[config.mk]
export PLATFORM = sky130hd
export DESIGN_NAME = muldiv_sequencer
export DESIGN_NICKNAME = d
export VERILOG_FILES = /design/src/rtl/muldiv_pkg.sv /design/src/rtl/muldiv_step.sv /design/src/rtl/muldiv_sequencer.sv
export SDC_FILE = /design/constraint.sdc
export NUM_CORES = 1
export LEC_CHECK = 0
export CAP_MARGIN = 20
export CORE_ASPECT_RATIO = 0.6
export CORE_MARGIN = 2
export CORE_UTILIZATION = 55
export CTS_CLUSTER_DIAMETER = 60
export DETAILED_ROUTE_END_ITERATION = 10
export GPL_TIMING_DRIVEN = 0
export PLACE_DENSITY_LB_ADDON = 0.3
export SETUP_SLACK_MARGIN = 0.15
export SLEW_MARGIN = 20
export SYNTH_ARGS = -nofsm -noshare
export SYNTH_HDL_FRONTEND = slang
export SYNTH_SLANG_ARGS = --single-unit
[constraint.sdc]
create_clock -name clk -period 3.8 [get_ports clk]
set_clock_uncertainty 0.05 [all_clocks]
set_input_delay 0.76 -clock clk [delete_from_list [all_inputs] [get_ports clk]]
set_output_delay 0.76 -clock clk [all_outputs]
set_load 0.01 [all_outputs]
[src/rtl/muldiv_pkg.sv]
// rtl/muldiv_pkg.sv - shared types and constants for the multiply/divide sequencer
package muldiv_pkg;

  // Default operand/HI/LO width
  localparam int MULDIV_WIDTH = 32;

  // Widest datapath the divide-by-zero constant can cover
  localparam int MULDIV_MAX_WIDTH = 64;

  // LO value written for a divide by zero (all-ones, sliced to WIDTH by users)
  localparam logic [MULDIV_MAX_WIDTH-1:0] DIV0_LO = '1;

  // Sequencer states
  typedef enum logic [1:0] {
    ST_IDLE = 2'd0,
    ST_MUL  = 2'd1,
    ST_DIV  = 2'd2,
    ST_DONE = 2'd3
  } state_e;

endpackage

[src/rtl/muldiv_step.sv]
// rtl/muldiv_step.sv - one combinational iteration of shift-add multiply or restoring divide
module muldiv_step
  import muldiv_pkg::*;
#(
  parameter int WIDTH = MULDIV_WIDTH
) (
  input  logic             op_div,
  input  logic [WIDTH-1:0] upper,
  input  logic [WIDTH-1:0] lower,
  input  logic [WIDTH-1:0] operand,
  output logic [WIDTH-1:0] upper_nxt,
  output logic [WIDTH-1:0] lower_nxt
);

  logic [WIDTH:0]   sum;
  logic [WIDTH:0]   rem_sh;
  logic             ge;
  logic [WIDTH-1:0] diff;

  // Multiply adds the multiplicand into the high half when the LSB is set and
  // shifts right with carry into the MSB. Divide shifts the remainder/quotient
  // pair left; the shifted remainder keeps its top bit so a remainder at or
  // above 2^(WIDTH-1) still compares correctly. When the subtraction succeeds
  // the true difference is below the divisor, so WIDTH bits hold it exactly.
  always_comb begin
    sum       = {1'b0, upper} + (lower[0] ? {1'b0, operand} : '0);
    rem_sh    = {upper, lower[WIDTH-1]};
    ge        = (rem_sh >= {1'b0, operand});
    diff      = rem_sh[WIDTH-1:0] - operand;
    upper_nxt = '0;
    lower_nxt = '0;
    if (op_div) begin
      upper_nxt = ge ? diff : rem_sh[WIDTH-1:0];
      lower_nxt = {lower[WIDTH-2:0], ge};
    end else begin
      upper_nxt = sum[WIDTH:1];
      lower_nxt = {sum[0], lower[WIDTH-1:1]};
    end
  end

endmodule

[src/rtl/muldiv_sequencer.sv]
// rtl/muldiv_sequencer.sv - iterative MULTU/DIVU engine owning HI/LO with decode stall
module muldiv_sequencer
  import muldiv_pkg::*;
#(
  parameter int WIDTH = MULDIV_WIDTH,
  parameter int CNT_W = $clog2(WIDTH)
) (
  input  logic             clk,
  input  logic             rst_n,
  input  logic             start,
  input  logic             op_div,
  input  logic [WIDTH-1:0] src_a,
  input  logic [WIDTH-1:0] src_b,
  input  logic             rd_hilo,
  output logic             busy,
  output logic             stall,
  output logic             done,
  output logic [WIDTH-1:0] hi,
  output logic [WIDTH-1:0] lo
);

  state_e           state_q, state_d;
  logic [CNT_W-1:0] cnt_q, cnt_d;
  logic [WIDTH-1:0] upper_q, upper_d;
  logic [WIDTH-1:0] lower_q, lower_d;
  logic [WIDTH-1:0] opnd_q, opnd_d;
  logic [WIDTH-1:0] hi_q, hi_d;
  logic [WIDTH-1:0] lo_q, lo_d;
  logic             done_q, done_d;

  logic [WIDTH-1:0] step_upper;
  logic [WIDTH-1:0] step_lower;

  muldiv_step #(
    .WIDTH(WIDTH)
  ) u_step (
    .op_div   (state_q == ST_DIV),
    .upper    (upper_q),
    .lower    (lower_q),
    .operand  (opnd_q),
    .upper_nxt(step_upper),
    .lower_nxt(step_lower)
  );

  // Next-state logic: accept starts in IDLE/DONE, iterate in MUL/DIV, and
  // commit HI/LO only on the final step or the divide-by-zero fast path.
  always_comb begin
    state_d = state_q;
    cnt_d   = cnt_q;
    upper_d = upper_q;
    lower_d = lower_q;
    opnd_d  = opnd_q;
    hi_d    = hi_q;
    lo_d    = lo_q;
    done_d  = 1'b0;
    case (state_q)
      ST_IDLE, ST_DONE: begin
        state_d = ST_IDLE;
        if (start) begin
          cnt_d   = CNT_W'(WIDTH - 1);
          upper_d = '0;
          if (!op_div) begin
            state_d = ST_MUL;
            lower_d = src_b;
            opnd_d  = src_a;
          end else if (src_b != '0) begin
            state_d = ST_DIV;
            lower_d = src_a;
            opnd_d  = src_b;
          end else begin
            state_d = ST_DONE;
            hi_d    = src_a;
            lo_d    = DIV0_LO[WIDTH-1:0];
            done_d  = 1'b1;
          end
        end
      end
      ST_MUL, ST_DIV: begin
        upper_d = step_upper;
        lower_d = step_lower;
        cnt_d   = cnt_q - CNT_W'(1);
        if (cnt_q == '0) begin
          state_d = ST_DONE;
          hi_d    = step_upper;
          lo_d    = step_lower;
          done_d  = 1'b1;
        end
      end
      default: state_d = ST_IDLE;
    endcase
  end

  // State, working registers and architectural HI/LO; reset aborts any operation
  always_ff @(posedge clk or negedge rst_n) begin
    if (!rst_n) begin
      state_q <= ST_IDLE;
      cnt_q   <= '0;
      upper_q <= '0;
      lower_q <= '0;
      opnd_q  <= '0;
      hi_q    <= '0;
      lo_q    <= '0;
      done_q  <= 1'b0;
    end else begin
      state_q <= state_d;
      cnt_q   <= cnt_d;
      upper_q <= upper_d;
      lower_q <= lower_d;
      opnd_q  <= opnd_d;
      hi_q    <= hi_d;
      lo_q    <= lo_d;
      done_q  <= done_d;
    end
  end

  // Decode must hold a new MULTU/DIVU or an MFHI/MFLO while iterating
  always_comb begin
    busy  = (state_q == ST_MUL) || (state_q == ST_DIV);
    stall = busy && (start || rd_hilo);
  end

  assign done = done_q;
  assign hi   = hi_q;
  assign lo   = lo_q;

endmodule

; ---- Yosys cells after proc, flatten, opt, wreduce, memory -nomap -nowiden
; Cells that the tools add are included.
[op_classes]
addsub = 3
order_cmp = 1
eq_ne = 9
mux = 34
n_reduce_logical = 11
[op_table]
columns = cell, n
row1 = two-way mux 32 bit, 18
row2 = case mux 32 bit (2 select lines), 4
row3 = adder 32 x 33 -> 33 bit, 1
row4 = >= comparator 33 x 32 -> 1 bit, 1
row5 = nonzero test 32 bit, 1
row6 = subtractor 32 bit, 1
row7 = case mux 5 bit (2 select lines), 1
row8 = "inequality test 2 bit, second input constant", 4
row9 = two-way mux 2 bit, 3
row10 = logical NOT 5 bit, 1
row11 = two-way mux 1 bit, 5
row12 = two-way mux 5 bit, 1
row13 = "subtractor 5 x 1 -> 5 bit, second input constant", 1
row14 = "== test 2 bit, second input constant", 2
row15 = case mux 2 bit (2 select lines), 1
row16 = AND reduction 4 bit, 1
row17 = OR reduction 2 bit, 2
row18 = "inequality test 3 bit, second input constant", 1
row19 = AND reduction 3 bit, 1
row20 = "== test 2 x 1 -> 1 bit, second input constant", 1
row21 = logical NOT 2 bit, 1
row22 = logical OR 1 bit, 2
row23 = "inequality test 2 x 1 -> 1 bit, second input constant", 1
row24 = case mux 1 bit (2 select lines), 1
row25 = other kinds (2), 2
[word_totals]
regBits = 168
input_bits = 69
output_inout_bits = 67
word_cells = 66

; ---- Longest topological paths before layout
[depth]
word_depth = 5
ltp_mapped = 15
depth_no_buf = 14

; ---- Hierarchy
; A second synthesis with hierarchy kept.
[hier_totals]
hier_cells = 1426
hier_area_um2 = 12425.7
[modules_own_cells]
columns = module, n_inst, cells_per_inst, area_per_inst_um2, seq_area_each_um2
row1 = muldiv_sequencer, 1, 718, 7648.6, 4204.0
row2 = muldiv_step, 1, 708, 4777.1, 0.0

; ---- Worst setup path before layout
; Ideal clock, no wire load.
[synth_timing]
path_kind = register -> register
startpoint = reg lower_q[0]
endpoint = reg hi_q[27] (netlist: hi[27])
setup_time_ns = 0.077
arrival_ns = 3.143
required_ns = 3.673
path_slack_ns = 0.529
stages_incl_launch_ff = 15
n_path_buf = 1
synth_period_minus_slack_ns = 3.271
cell_sequence = dfrtp_1 > clkbuf_1 > and2_1 > ha_1 > fa_1 > a21o_1 > a21oi_1 > o21ai_0 > a31oi_1 > o21ba_2 > o21ai_1 > a31oi_1 > xor2_1 > a211o_1 > a21oi_1
[synth_via]
elab_chain_cells = 5
[synth_rtl]
columns = element, line
row1 = from (decl), muldiv_sequencer.sv:25  ; logic [WIDTH-1:0] lower_q, lower_d;
row2 = from (signal assigned), muldiv_sequencer.sv:108  ; lower_q <= lower_d;
row3 = two-way mux 32 bit, muldiv_step.sv:26  ; sum = {1'b0, upper} + (lower[0] ? {1'b0, operand} : '0);
row4 = adder 32 x 33 -> 33 bit, muldiv_step.sv:26
row5 = two-way mux 32 bit, muldiv_step.sv:32  ; if (op_div) begin
row6 = two-way mux 32 bit, muldiv_sequencer.sv:82  ; if (cnt_q == '0) begin
row7 = case mux 32 bit (2 select lines), muldiv_sequencer.sv:56  ; case (state_q)
row8 = to (signal assigned), muldiv_sequencer.sv:110  ; hi_q <= hi_d;
row9 = to (decl), muldiv_sequencer.sv:27  ; logic [WIDTH-1:0] hi_q, hi_d;
; No other way between the ends. The select of a mux whose other input is x is not followed.
; A chain may end at the register's enable or synchronous reset.

; ---- Final worst setup path
[layout_timing]
startpoint = in src_b[30]
endpoint = reg hi_q[0] (netlist: hi[0])
[layout_via]
elab_chain_cells = 3
[layout_rtl]
columns = element, line
row1 = from (decl), muldiv_sequencer.sv:13  ; input logic [WIDTH-1:0] src_b,
row2 = nonzero test 32 bit, muldiv_sequencer.sv:66  ; end else if (src_b != '0) begin
row3 = inequality test 2 bit (no line), n/a
row4 = AND reduction 4 bit (no line), n/a
; No other way between the ends.

==> results.sh <==
export IMPL_boundaryPins=136
export IMPL_ys_ff_latch=168
export IMPL_overflow=0
export IMPL_synth_nets=1590
export IMPL_clockBufferDepth=2
export IMPL_synth_cells=1452
export IMPL_ir_drop_uv=509
export IMPL_antenna_found_initial=1
export IMPL_final_seq_area_um2=4210
export IMPL_numCtsBuffers=17
export IMPL_critPathRequiredTime_ns=4.09
export IMPL_place_hpwl_mm=34.1
export IMPL_cts_root_buf="clkbuf_16"
export IMPL_row_count=41
export IMPL_power_mw=13.1
export IMPL_worst_pin_slew_ns=1.10
export IMPL_routed_wl_mm=45.2
export IMPL_status="finished clean"
export IMPL_synth_flop_cell="dfrtp_1"
export IMPL_start_util_pct=56.6
export IMPL_hold_class="in -> async"
export IMPL_port_buffers=133
export IMPL_drive_above_1_share_pct=7.91
export IMPL_async_flop_share_pct=100
export IMPL_netlist_area_leader_share_pct=35.0
export IMPL_gr_usage_all_layers_pct=38.8
export IMPL_rsz0062_at_grt="true"
export IMPL_vias=12706
export IMPL_clk_latency_ns=0.44
export IMPL_startpoint_type="input pin"
export IMPL_finalCritPeriodShare_pct=96.6
export IMPL_cp_end_kind="register"
export IMPL_grt_pass1_wl_mm=68.8
export IMPL_utilization_pct=69.5
export IMPL_tritoncts="yes"
export IMPL_numClockSinks=168
export IMPL_die_area_um2=23100
export IMPL_nets=1755
export IMPL_die_w_um=195
export IMPL_critPathKind="in -> reg"
export IMPL_die_h_um=119
export IMPL_area_growth_pct=22.7
export IMPL_grt_max_degree=96
export IMPL_netlist_top_cell_by_area="dfrtp_1"
export IMPL_multi_input_area_um2=7470
export IMPL_rr_startpoint="lower_q[0]$_DFFE_PN0P_"
export IMPL_p_leak_nw=6.45
export IMPL_crit_start="src_b[30]"
export IMPL_arrival_ns=3.96
export IMPL_drv_slew=0
export IMPL_clk_pin_slew_worst_paths_ns=0.07
export IMPL_relSlewSlack_pct=26.7
export IMPL_p_per_area_nw_per_um2=885
export IMPL_post_drt_wl_per_cell_um=23.7
export IMPL_ant_nets=0
export IMPL_grt_pass1_vias=12099
export IMPL_drt_iter0_markers=1606
export IMPL_max_cap_violations=0
export IMPL_fill_cells=1712
export IMPL_core_um2=21200
export IMPL_cp_max_fo=10
export IMPL_setup_viol=0
export IMPL_min_period_ns=3.67
export IMPL_ys_types=68
export IMPL_synth_warnings=0
export IMPL_max_freq_mhz=272
export IMPL_cts_hold_buf=0
export IMPL_ys_top_cells_by_area="dfrtp_1 35%, a21oi_1 8.9%, mux2i_1 7.5%"
export IMPL_h_tree_depth=4
export IMPL_place_gp_congestion=1.02
export IMPL_hold_viol_final=0
export IMPL_drc=0
export IMPL_dr_pass1_iters=6
export IMPL_synth_edf_count=0
export IMPL_netlist_area_um2=12000
export IMPL_ys_seq_area_share_pct=35.0
export IMPL_vias_per_cell=6.66
export IMPL_antenna_cells=0
export IMPL_synth_area_per_cell_um2=8.28
==> final timing paths <==
path                                      endpoint  slack (ns)  depth (start not counted)
hold / removal             upper_q[26]$_DFFE_PN0P_        0.23                          1
setup / recovery                 hi[0]$_DFFE_PN0P_        0.13                         11
hold reg to reg               cnt_q[0]$_DFFE_PN0P_        0.46                          1
min in group clk              cnt_q[0]$_DFFE_PN0P_        0.46                          1
max in group asynchronous        lo[8]$_DFFE_PN0P_        2.52                          2
setup reg to reg                hi[27]$_DFFE_PN0P_        0.16                         14
==> cell families after synthesis <==
| group | count (synthesis) | share of synthesized area, % |
|---|---|---|
| buffers and inverters | 142 | 4.75 |
| muxes | 92 | 7.68 |
| adders and majority gates | 69 | 7.31 |
| DFF | 168 | 35.0 |
| and+or+nand+nor | 438 | 17.0 |
| xor gates and xnor gates | 56 | 4.08 |
| AOI/OAI and AO/OA | 487 | 24.2 |
==> area by class of cell <==
type,instances,area share (%)
clock inverters,11,1.32
multi-input cells,1142,50.6
repair buffers,146,9.87
inverters,50,1.27
well taps,279,2.37
clock buffers,21,3.12
plain buffers,92,2.90
flip-flops and latches,168,28.5
==> routing by layer <==
metal	part of all wire, %	vias up	track usage (%)
li1	-	5520	-
met4	2.8	2	10.7
met1	42	6137	56.2
met5	0.13	-	0.436
met2	41	923	55.7
met3	14	124	12.2
==> cells in the final DEF (no fill, tap or decap), types with 8 or more instances in the layout <==
cell type        count
a21oi_1            203
dfrtp_1            167
nand2_1            146
nor2_1             133
clkdlybuf4s50_1    131
o21ai_0             99
mux2i_1             89
ha_1                66
clkbuf_1            55
inv_1               49
and2_1              39
a211oi_1            36
nor2b_1             35
a21o_1              33
xnor2_1             33
xor2_1              22
clkbuf_16           17
nand4_1             16
buf_4               14
clkbuf_2            13
o21ai_1             13
nand3_1             11
nor3_1              11
and3_1              10
a21oi_2             10
buf_2                8
buf_1                8
a31oi_1              8
o21bai_1             8
==> worst max-delay path: stages <==
cell and delay (ns):
clkdlybuf4s50_1 0.53, nor4_4 0.51, nand4_1 0.33, or3_4 0.44
and2_1 0.17, clkbuf_1 0.16, inv_2 0.23, clkbuf_4 0.29
clkbuf_4 0.27, nor2_1 0.07, a21oi_1 0.18
==> state kept, by name, indices dropped and copies added (netlist names) <==
name,cells
hi,32
lo,32
lower_q,32
opnd_q,32
upper_q,32
cnt_q,5
state_q,2
done,1
==> power by group <==
part           total [mW]  switching (mW)  internal [mW]
sequential           2.86           0.552           2.31
combinational        8.23            5.25           2.97
clock                1.98           0.775           1.20
==> timing repair <==
item                                    CTS  global route
endpoints found under the setup margin   90            96
buffers inserted                          3             9
resized for setup                        36            48
pin swaps                                 7            16
==> cells in the mapped netlist (8+ instances only) <==
cell / count
o21bai_1: 8
xnor2_1: 33
nor2b_1: 35
a21o_1: 33
mux2i_1: 90
clkbuf_1: 69
ha_1: 67
and2_1: 39
and3_1: 10
nor2_1: 134
a21oi_1: 213
buf_1: 9
nand2_1: 146
o21ai_0: 105
a31oi_1: 12
o21ai_1: 9
nor4_1: 10
xor2_1: 23
nand4_1: 16
inv_1: 49
a211oi_1: 37
dfrtp_1: 168
nor3_1: 12
nand3_1: 12
==> metrics by stage <==
| step | setup slack (ns) | setup TNS, ns | cells | instance area (um^2) | hold slack, ns |
|---|---|---|---|---|---|
| 3_3_place_gp | -5.04 | -906.49 | 1864 | 13700 | 0.426 |
| 2_1_floorplan | 0.529 | 0 | 1452 | 12000 | 0.412 |
| 6_report | 0.129 | 0 | 1909 | 14800 | 0.226 |
| 3_5_place_dp | -1.12 | -67.67 | 1865 | 13700 | 0.434 |
| 5_1_grt | 0.0656 | 0 | 1909 | 14800 | 0.282 |
| 4_1_cts | 0.152 | 0 | 1900 | 14500 | 0.267 |
Note: power is estimated with default switching activity, not from simulation.
